--- config.mk ---
export PLATFORM = sky130hd
export DESIGN_NAME = rr_grant_arb_flat
export DESIGN_NICKNAME = d
export VERILOG_FILES = /design/src/rtl/rr_grant_arb_if.sv /design/src/rtl/rr_grant_arb.sv /design/src/flat_wrapper.sv
export SDC_FILE = /design/constraint.sdc
export NUM_CORES = 1
export LEC_CHECK = 0
export BUFFER_PORTS_ARGS = -buffer_cell sky130_fd_sc_hd__buf_2
export CAP_MARGIN = 20
export CORE_MARGIN = 3
export CORE_UTILIZATION = 63
export DETAILED_ROUTE_END_ITERATION = 10
export PLACE_DENSITY = 0.87
export SYNTH_ARGS = -nofsm -noshare
export SYNTH_HDL_FRONTEND = slang
export SYNTH_SLANG_ARGS = --single-unit
--- constraint.sdc ---
create_clock -name clk -period 13.3 [get_ports clk]
set_clock_uncertainty 0.15 [all_clocks]
set_input_delay 1.995 -clock clk [delete_from_list [all_inputs] [get_ports clk]]
set_output_delay 1.995 -clock clk [all_outputs]
set_load 0.005 [all_outputs]
--- src/rtl/rr_grant_arb_if.sv ---
// rr_grant_arb_if: request/grant bundle between the requesters, the
// round-robin arbiter and the downstream one-hot mux stage.
//   req      requester -> arbiter   per-requester request level
//   gnt      arbiter   -> mux       registered one-hot grant (mux sel)
//   gnt_idx  arbiter   -> mux       registered binary index of gnt
//   gnt_vld  arbiter   -> mux       grant presented downstream
//   gnt_rdy  mux       -> arbiter   downstream accepts the grant
//   req_ack  arbiter   -> requester one-cycle ack on acceptance
//   err      arbiter   -> monitor   request withdrawn before ack
// Modport master is the arbiter side, slave is the environment side.
interface rr_grant_arb_if #(
  parameter int CNT   = 5,
  parameter int IDX_W = 3
);
  logic [CNT-1:0]   req;
  logic [CNT-1:0]   gnt;
  logic [IDX_W-1:0] gnt_idx;
  logic             gnt_vld;
  logic             gnt_rdy;
  logic [CNT-1:0]   req_ack;
  logic             err;

  modport master (
    input  req, gnt_rdy,
    output gnt, gnt_idx, gnt_vld, req_ack, err
  );

  modport slave (
    output req, gnt_rdy,
    input  gnt, gnt_idx, gnt_vld, req_ack, err
  );
endinterface

--- src/rtl/rr_grant_arb.sv ---
// rr_grant_arb: round-robin arbiter producing a registered one-hot grant
// plus binary index, held until the downstream stage accepts it.
// Ports:
//   clk  clock, all state on the rising edge
//   rst  asynchronous active-high reset
//   bus  rr_grant_arb_if.master (req, gnt_rdy in; gnt, gnt_idx, gnt_vld,
//        req_ack, err out)
// The priority pointer names the highest-priority requester and moves to
// one past the accepted requester, so continuous requests are served in
// strict rotation. Acceptance with pending requests re-arbitrates in the
// same cycle, giving one transfer per cycle.
module rr_grant_arb #(
  parameter int CNT   = 5,
  parameter int IDX_W = 3
) (
  input  logic          clk,
  input  logic          rst,
  rr_grant_arb_if.master bus
);

  typedef enum logic {IDLE, GRANT} state_t;

  state_t           state_reg, state_next;
  logic [IDX_W-1:0] ptr_reg, ptr_next;
  logic [CNT-1:0]   gnt_reg, gnt_next;
  logic [IDX_W-1:0] gnt_idx_reg, gnt_idx_next;
  logic             gnt_vld_reg, gnt_vld_next;
  logic             err_reg, err_next;

  logic [IDX_W-1:0] ptr_after;   // gnt_idx + 1 with a CNT (not 2**IDX_W) wrap
  logic [IDX_W-1:0] search_ptr;
  logic             win_found;
  logic [IDX_W-1:0] win_idx;
  logic [CNT-1:0]   win_onehot;
  logic [IDX_W:0]   cand_wide;
  logic [IDX_W-1:0] cand;

  assign ptr_after = (gnt_idx_reg == IDX_W'(CNT - 1)) ? '0 : gnt_idx_reg + 1'b1;

  // On an accept the search must already use the advanced pointer so the
  // next winner is loaded without a bubble.
  assign search_ptr = (state_reg == GRANT) ? ptr_after : ptr_reg;

  // Rotating priority search. Walking offsets from last to first lets the
  // lowest offset (closest to the pointer) overwrite any later match.
  always_comb begin
    win_found = 1'b0;
    win_idx   = '0;
    cand_wide = '0;
    cand      = '0;
    for (int off = CNT - 1; off >= 0; off--) begin
      cand_wide = {1'b0, search_ptr} + (IDX_W+1)'(off);
      if (cand_wide >= (IDX_W+1)'(CNT))
        cand_wide = cand_wide - (IDX_W+1)'(CNT);
      cand = cand_wide[IDX_W-1:0];
      if (bus.req[cand]) begin
        win_found = 1'b1;
        win_idx   = cand;
      end
    end
  end

  genvar gi;
  generate
    for (gi = 0; gi < CNT; gi++) begin : g_onehot
      assign win_onehot[gi] = win_found && (win_idx == IDX_W'(gi));
    end
  endgenerate

  always_ff @(posedge clk or posedge rst) begin
    if (rst) begin
      state_reg   <= IDLE;
      ptr_reg     <= '0;
      gnt_reg     <= '0;
      gnt_idx_reg <= '0;
      gnt_vld_reg <= 1'b0;
      err_reg     <= 1'b0;
    end else begin
      state_reg   <= state_next;
      ptr_reg     <= ptr_next;
      gnt_reg     <= gnt_next;
      gnt_idx_reg <= gnt_idx_next;
      gnt_vld_reg <= gnt_vld_next;
      err_reg     <= err_next;
    end
  end

  always_comb begin
    state_next   = state_reg;
    ptr_next     = ptr_reg;
    gnt_next     = gnt_reg;
    gnt_idx_next = gnt_idx_reg;
    gnt_vld_next = gnt_vld_reg;
    err_next     = 1'b0;
    case (state_reg)
      IDLE: begin
        if (win_found) begin
          gnt_next     = win_onehot;
          gnt_idx_next = win_idx;
          gnt_vld_next = 1'b1;
          state_next   = GRANT;
        end
      end
      GRANT: begin
        // A requester dropping its line before the ack is flagged, but the
        // grant is still held until the downstream stage takes it.
        err_next = !bus.gnt_rdy && !bus.req[gnt_idx_reg];
        if (bus.gnt_rdy) begin
          ptr_next = ptr_after;
          if (win_found) begin
            gnt_next     = win_onehot;
            gnt_idx_next = win_idx;
          end else begin
            gnt_next     = '0;
            gnt_idx_next = '0;
            gnt_vld_next = 1'b0;
            state_next   = IDLE;
          end
        end
      end
      default: begin
        state_next   = IDLE;
        gnt_next     = '0;
        gnt_idx_next = '0;
        gnt_vld_next = 1'b0;
      end
    endcase
  end

  assign bus.gnt     = gnt_reg;
  assign bus.gnt_idx = gnt_idx_reg;
  assign bus.gnt_vld = gnt_vld_reg;
  assign bus.err     = err_reg;
  assign bus.req_ack = gnt_reg & {CNT{gnt_vld_reg & bus.gnt_rdy}};

endmodule

--- src/flat_wrapper.sv ---
// flat-port wrapper written by rule: the top's interface ports become plain ports
module rr_grant_arb_flat 
#(
  parameter int CNT   = 5,
  parameter int IDX_W = 3
)
  (clk, rst, bus_req, bus_gnt_rdy, bus_gnt, bus_gnt_idx, bus_gnt_vld, bus_req_ack, bus_err);
  rr_grant_arb_if #(.CNT(CNT), .IDX_W(IDX_W)) bus_i ();
  input  logic clk;
  input  logic rst;
  input wire logic [$bits(bus_i.req)-1:0] bus_req;
  input wire logic [$bits(bus_i.gnt_rdy)-1:0] bus_gnt_rdy;
  output wire logic [$bits(bus_i.gnt)-1:0] bus_gnt;
  output wire logic [$bits(bus_i.gnt_idx)-1:0] bus_gnt_idx;
  output wire logic [$bits(bus_i.gnt_vld)-1:0] bus_gnt_vld;
  output wire logic [$bits(bus_i.req_ack)-1:0] bus_req_ack;
  output wire logic [$bits(bus_i.err)-1:0] bus_err;
  assign bus_i.req = bus_req;
  assign bus_i.gnt_rdy = bus_gnt_rdy;
  assign bus_gnt = bus_i.gnt;
  assign bus_gnt_idx = bus_i.gnt_idx;
  assign bus_gnt_vld = bus_i.gnt_vld;
  assign bus_req_ack = bus_i.req_ack;
  assign bus_err = bus_i.err;
  rr_grant_arb #(.CNT(CNT), .IDX_W(IDX_W)) u_core (.clk(clk), .rst(rst), .bus(bus_i));
endmodule
==> results.yml, run 1 <==
status:
  status: "completed"
clocking:
  cts_made_buffers: 3
  clkTransAtPathRegs_ns: 0.07
  cts_resized: 0
  htreeDepth: 1
  insertion_delay_ns: 0.28
  postCtsSetupBuffers: 0
  cts.sinks: 14
  cts_hold_buf: 0
  clk_path_buf_depth: 2
  cts_tree: "built"
  cts-root-buf: "clkbuf_4"
synthesis:
  syn_nets: 253
  syn_inst: 234
  yosys_register_bits: 14
  yosys_warnings: 0
  synth_top_area_share_pct: 18.7
  synth_flop_cell: "dfrtp_1"
  ys_async_sr_fraction_pct: 100
  yosysSeqAreaShare_pct: 18.7
  ys_types: 65
  synth-edff-count: 0
  synth_top_area_cell: "dfrtp_1"
  synth_area_sq_um: 1870
  avgSynthCellArea_sq_um: 8.00
  synthTopCellsByArea: "dfrtp_1 (19%), ha_1 (6.7%), o21ai_0 (4.3%)"
floorplan:
  core.rowCount: 19
  die_w_um: 60.5
  dieArea_sq_um: 3660
  initial_utilization_pct: 66.7
  core_area_sq_um: 2810
  die_y_um: 60.5
  io_pins: 23
worst_setup_path:
  crit_arrival_ns: 5.20
  cp_data_required_time_ns: 13.34
  worst_setup_path_end_kind: "flip-flop"
  cp_max_fo: 26
  critPathLaunchType: "flip-flop"
  critPathKind: "flip-flop to flip-flop"
route:
  dr.pass1.iters: 5
  drt_iter0_markers: 255
  drc: 0
  wl_per_cell_um: 18.3
  vias_per_cell: 7.06
  vias: 1978
  antenna_left: 0
  finalWirelength_mm: 5.12
placed_design:
  routabilityCongestion: 1.00
  port_buffers: 22
  dp_hpwl_mm: 3.95
hold_path:
  hp-class: "flip-flop to flip-flop"
sta:
  period_needed_ns: 5.16
  maxSlewViolCount: 0
  rsz0062_at_grt: "false"
  worstMarginPinSlew_ns: 1.11
  hold_violations: 0
  fmax_ghz: 0.194
  slew-limit-headroom_pct: 26.1
  setup_violations: 0
  tns_ns: 0
  timing.final.crit_share_pct: 38.8
final_layout:
  drive_gt1_share_pct: 20.1
  final_common_cell: "buf_2"
  final_nets: 270
  mostFrequentLayoutCells: "buf_2 (22), nand2_1 (19), o21ai_0 (16)"
  area_growth_pct: 6.55
  largest_reg_flops: 5
  diodes: 0
flow_run:
  max_cap_violations: 0
global_route:
  grt_pass1_vias: 1825
  grt_max_degree: 27
  antenna_found_initial: 0
  grt_usage_pct: 29.4
  grt-ovfl-total: 0
  grt_pass1_wl_mm: 8.25
## kinds of logic (layout without fill, tap and decap cells)
logic type | after synthesis | count (layout) | share of synthesized area, %
buffers and inverters | 25 | 40 | 5.61
adders and majority gates | 11 | 11 | 7.75
xor gates and xnor gates | 1 | 1 | 0.468
DFF | 14 | 14 | 18.7
and+or+nand+nor | 85 | 85 | 25.2
AOI/OAI and AO/OA | 91 | 91 | 37.8
muxes | 7 | 7 | 4.48
## path summary, 6_finish.rpt
| kind | cells after the start | from | end | slack, ns |
|---|---|---|---|---|
| max | 14 | u_core.bus.gnt_idx[0]$_DFFE_PP0P_ | u_core.bus.gnt[0]$_DFFE_PP0P_ | 8.14 |
| min in group asynchronous | 2 | rst | u_core.bus.gnt[2]$_DFFE_PP0P_ | 1.58 |
| min reg2reg | 2 | u_core.ptr_reg[1]$_DFFE_PP0P_ | u_core.ptr_reg[1]$_DFFE_PP0P_ | 0.35 |
| max in group asynchronous | 2 | rst | u_core.bus.gnt_idx[2]$_DFFE_PP0P_ | 11.08 |
| max reg2reg | 14 | u_core.bus.gnt_idx[0]$_DFFE_PP0P_ | u_core.bus.gnt[0]$_DFFE_PP0P_ | 8.14 |
| min | 2 | u_core.ptr_reg[1]$_DFFE_PP0P_ | u_core.ptr_reg[1]$_DFFE_PP0P_ | 0.35 |
## critical path: stages, from the launching register on
cell       delay [ns]
dfrtp_1          0.45
inv_1            0.11
ha_1             0.21
a21oi_2          0.10
a21oi_2          0.84
ha_1             0.32
ha_1             0.33
a211oi_1         0.59
a21oi_1          0.15
a211oi_1         0.42
o31ai_1          0.20
a2111oi_1        0.52
o41ai_1          0.21
a211o_1          0.26
o31ai_1          0.19
## metal layers
layer	up-vias	global-route usage (%)	wire, um
met5	-	0	0
met4	0	13.6	197
met3	20	1.91	342
met2	97	50.2	2420
met1	927	38.2	2170
li1	934	-	-
## through the flow
stage | instance area (sq um) | setup WS, ns | util, % | instances | hold WS, ns
6_report | 1990 | 8.14 | 71.1 | 280 | 0.351
5_1_grt | 1990 | 7.80 | 71.1 | 280 | 0.394
4_1_cts | 1990 | 8.25 | 71.1 | 280 | 0.361
3_5_place_dp | 1970 | 8.28 | 70.3 | 277 | 0.342
3_3_place_gp | 1970 | 8.47 | 70.3 | 277 | 0.319
2_1_floorplan | 1870 | 8.95 | - | 234 | 0.292
## cell usage after synthesis, types with 3 or more instances
cell	count
a211o_1	4
a211oi_1	8
a21o_1	4
a21oi_1	12
a21oi_2	3
and2_1	6
and3_1	6
buf_2	3
clkbuf_1	6
dfrtp_1	14
ha_1	10
inv_1	13
mux2i_1	5
nand2_1	19
nand2b_1	3
nand3_1	8
nor2_1	13
nor2b_1	3
nor3_1	7
nor4_1	5
o21a_1	4
o21ai_0	16
o21ai_1	4
o22ai_1	3
o31ai_1	5
## cell type report
class	count	area (sq um)
Clock buffer	3	22.5
Fill cell	239	811
Inverter	15	56.3
Multi-Input combinational cell	195	1420
Sequential cell	14	350
Tap cell	31	38.8
Timing Repair Buffer	22	110
Power of run 1 is not shown: default switching activity piles up to over one toggle a cycle in this logic, so the estimate is an artifact.
==> run 2, diff against run 1 <==
--- a/config.mk
+++ b/config.mk
@@ -5,12 +5,13 @@
 export SDC_FILE = /design/constraint.sdc
 export NUM_CORES = 1
 export LEC_CHECK = 0
+export ABC_AREA = 1
 export BUFFER_PORTS_ARGS = -buffer_cell sky130_fd_sc_hd__buf_2
 export CAP_MARGIN = 20
 export CORE_MARGIN = 3
-export CORE_UTILIZATION = 63
+export CORE_UTILIZATION = 53
 export DETAILED_ROUTE_END_ITERATION = 10
-export PLACE_DENSITY = 0.87
+export PLACE_DENSITY = 0.78
 export SYNTH_ARGS = -nofsm -noshare
 export SYNTH_HDL_FRONTEND = slang
 export SYNTH_SLANG_ARGS = --single-unit
==> constraint.sdc (replaced) <==
create_clock -name clk -period 4.36 [get_ports clk]
set_clock_uncertainty 0.15 [all_clocks]
set_input_delay 0.654 -clock clk [delete_from_list [all_inputs] [get_ports clk]]
set_output_delay 0.654 -clock clk [all_outputs]
set_load 0.005 [all_outputs]
==> run 2 against run 1 <==
  * Synthesized area down 3.3%
  * Wire length down 7.6%
  * Fmax up 29%
  * Via count up 0.76%
==> results.yml, run 2 <==
status:
  status: "completed"
placed_design:
  routabilityCongestion: 0.888
  placedCellCount: 366
  port_buffers: 22
  dp_hpwl_mm: 3.85
clocking:
  cts-root-buf: "clkbuf_4"
  cts_made_buffers: 3
  cts.sinks: 14
  insertion_delay_ns: 0.29
  cts_hold_buf: 0
  cts_tree: "built"
  postCtsSetupBuffers: 0
  clkTransAtPathRegs_ns: 0.09
  cts_resized: 0
  clk_path_buf_depth: 2
  htreeDepth: 1
sta:
  timing.final.crit_share_pct: 92.0
  hold_ws_ns: 0.241
  maxSlewViolCount: 0
  fmax_ghz: 0.249
  period_needed_ns: 4.01
  rsz0062_at_grt: "false"
  worstMarginPinSlew_ns: 0.587
  setup_violations: 0
  hold_violations: 0
  slew-limit-headroom_pct: 60.4
  tns_ns: 0
synthesis:
  yosys_warnings: 0
  ys_async_sr_fraction_pct: 100
  synth_common_cells: "nand2_1 (91), nand3_1 (56), inv_1 (38)"
  syn_nets: 321
  synth_flop_cell: "dfrtp_1"
  synthTopCellsByArea: "dfrtp_1 (19%), nand2_1 (19%), nand3_1 (15%)"
  avgSynthCellArea_sq_um: 5.99
  synth_most_common_cell: "nand2_1"
  yosysSeqAreaShare_pct: 19.4
  synth_top_area_cell: "dfrtp_1"
  yosys_register_bits: 14
  synth-edff-count: 0
  synth_area_sq_um: 1810
  ys_types: 28
  synth_top_area_share_pct: 19.4
  syn_inst: 302
final_layout:
  fillers: 308
  final_common_cell: "nand2_1"
  final_core_util_pct: 63.3
  layout.cells.non_filler: 370
  register_area_sq_um: 350
  final_nets: 346
  area_growth_pct: 10.3
  drive_gt1_share_pct: 16.9
  mostFrequentLayoutCells: "nand2_1 (91), nand3_1 (56), inv_1 (38)"
  multi_input_area_sq_um: 1290
  diodes: 0
  largest_reg_flops: 5
floorplan:
  die_w_um: 64.4
  die_y_um: 64.4
  dieArea_sq_um: 4150
  core_area_sq_um: 3150
  core.rowCount: 20
  initial_utilization_pct: 57.4
  io_pins: 23
worst_setup_path:
  rr_endpoint: "u_core.bus.gnt_idx[2]$_DFFE_PP0P_"
  worst_setup_path_end_kind: "flip-flop"
  r2r_setup_slack_ns: 0.35
  max_stage_delay_ns: 0.45
  slowest_stage: "dfrtp_1"
  crit_arrival_ns: 4.04
  r2r_cells: 22
  cp_max_fo: 7
  critPathKind: "flip-flop to flip-flop"
  cp_data_required_time_ns: 4.39
  crit_path_cell_trace: "inv_2 -> ha_1 -> nand2_2 -> nand2_1 -> o21ai_2 -> inv_1 -> ha_1 -> ha_1 -> o21ai_0 -> nand3_2 -> o21ai_0 -> nand2_1 -> nand3_1 -> nand2_2 -> nand2_2 -> nand2_1 -> nor2_1 -> nand2_2 -> nand2_4 -> nand2_4 -> nand2_1 -> o21ai_1"
  rr_startpoint: "u_core.bus.gnt_idx[0]$_DFFE_PP0P_"
  critPathLaunchType: "flip-flop"
route:
  vias_per_cell: 5.39
  antenna_left: 0
  finalWirelength_mm: 4.73
  wl_per_cell_um: 12.8
  drc: 0
  drt_iter0_markers: 218
  vias: 1993
  dr.pass1.iters: 4
global_route:
  grt_pass1_vias: 1909
  grt_pass1_wl_mm: 8.28
  grt_max_degree: 18
  grt_usage_pct: 25.0
  grt-ovfl-total: 0
  antenna_found_initial: 0
flow_run:
  max_cap_violations: 0
hold_path:
  hp-class: "input port to async pin"
[run 2: layout make-up]
type / instances / area share (%)
Multi-Input combinational cell: 245 / 64.7
Sequential cell: 14 / 17.5
Inverter: 41 / 7.71
Timing Repair Buffer: 22 / 5.51
Tap cell: 44 / 2.76
Clock buffer: 4 / 1.82
[run 2: logic make-up after synthesis]
kind of cell / synth area share (%)
simple gates: 52.0
buf+inv: 9.33
compound gates: 10.8
flops: 19.4
fa+ha+maj: 8.02
xor+xnor: 0.484
[run 2: critical path, delay by kind of cell, from the launching register on]
family	cells	cell delay (ns)
simple gates	13	1.46
fa+ha+maj	3	0.81
compound gates	4	0.71
flops	1	0.45
buf+inv	2	0.31
[run 2: how the worst max path moves through the flow]
stage | from | end | slack (ns) | cells after the start
final | u_core.bus.gnt_idx[0]$_DFFE_PP0P_ | u_core.bus.gnt_idx[2]$_DFFE_PP0P_ | 0.35 | 22
after global routing | u_core.bus.gnt_idx[0]$_DFFE_PP0P_ | u_core.bus.gnt_idx[2]$_DFFE_PP0P_ | 0.01 | 22
after CTS | u_core.bus.gnt_idx[0]$_DFFE_PP0P_ | u_core.bus.gnt_idx[2]$_DFFE_PP0P_ | 0.40 | 22
after detailed placement | u_core.bus.gnt_idx[0]$_DFFE_PP0P_ | u_core.bus.gnt_idx[2]$_DFFE_PP0P_ | 0.42 | 22
after global placement | u_core.bus.gnt_idx[0]$_DFFE_PP0P_ | u_core.bus.gnt_idx[2]$_DFFE_PP0P_ | 0.62 | 22
after floorplan | u_core.bus.gnt_idx[0]$_DFFE_PP0P_ | u_core.bus.gnt[4]$_DFFE_PP0P_ | 0.93 | 22
[run 2: through the flow]
| stage | instance area [sq um] | setup slack, ns |
|---|---|---|
| floorplan | 1810 | 0.935 |
| global placement | 1960 | 0.620 |
| detailed placement | 1960 | 0.420 |
| CTS | 2000 | 0.404 |
| global route | 2000 | 0.0130 |
| finish | 2000 | 0.350 |
[run 2: per-layer routing]
| layer | routed length, um | share of wire, % | global-route usage (%) |
|---|---|---|---|
| met1 | 2110 | 45 | 32.4 |
| met2 | 2290 | 48 | 44.1 |
| met3 | 271 | 5.7 | 1.91 |
| met4 | 67 | 1.4 | 7.65 |
| met5 | 0 | 0 | 0 |
Power of run 2 is left out for the same reason.
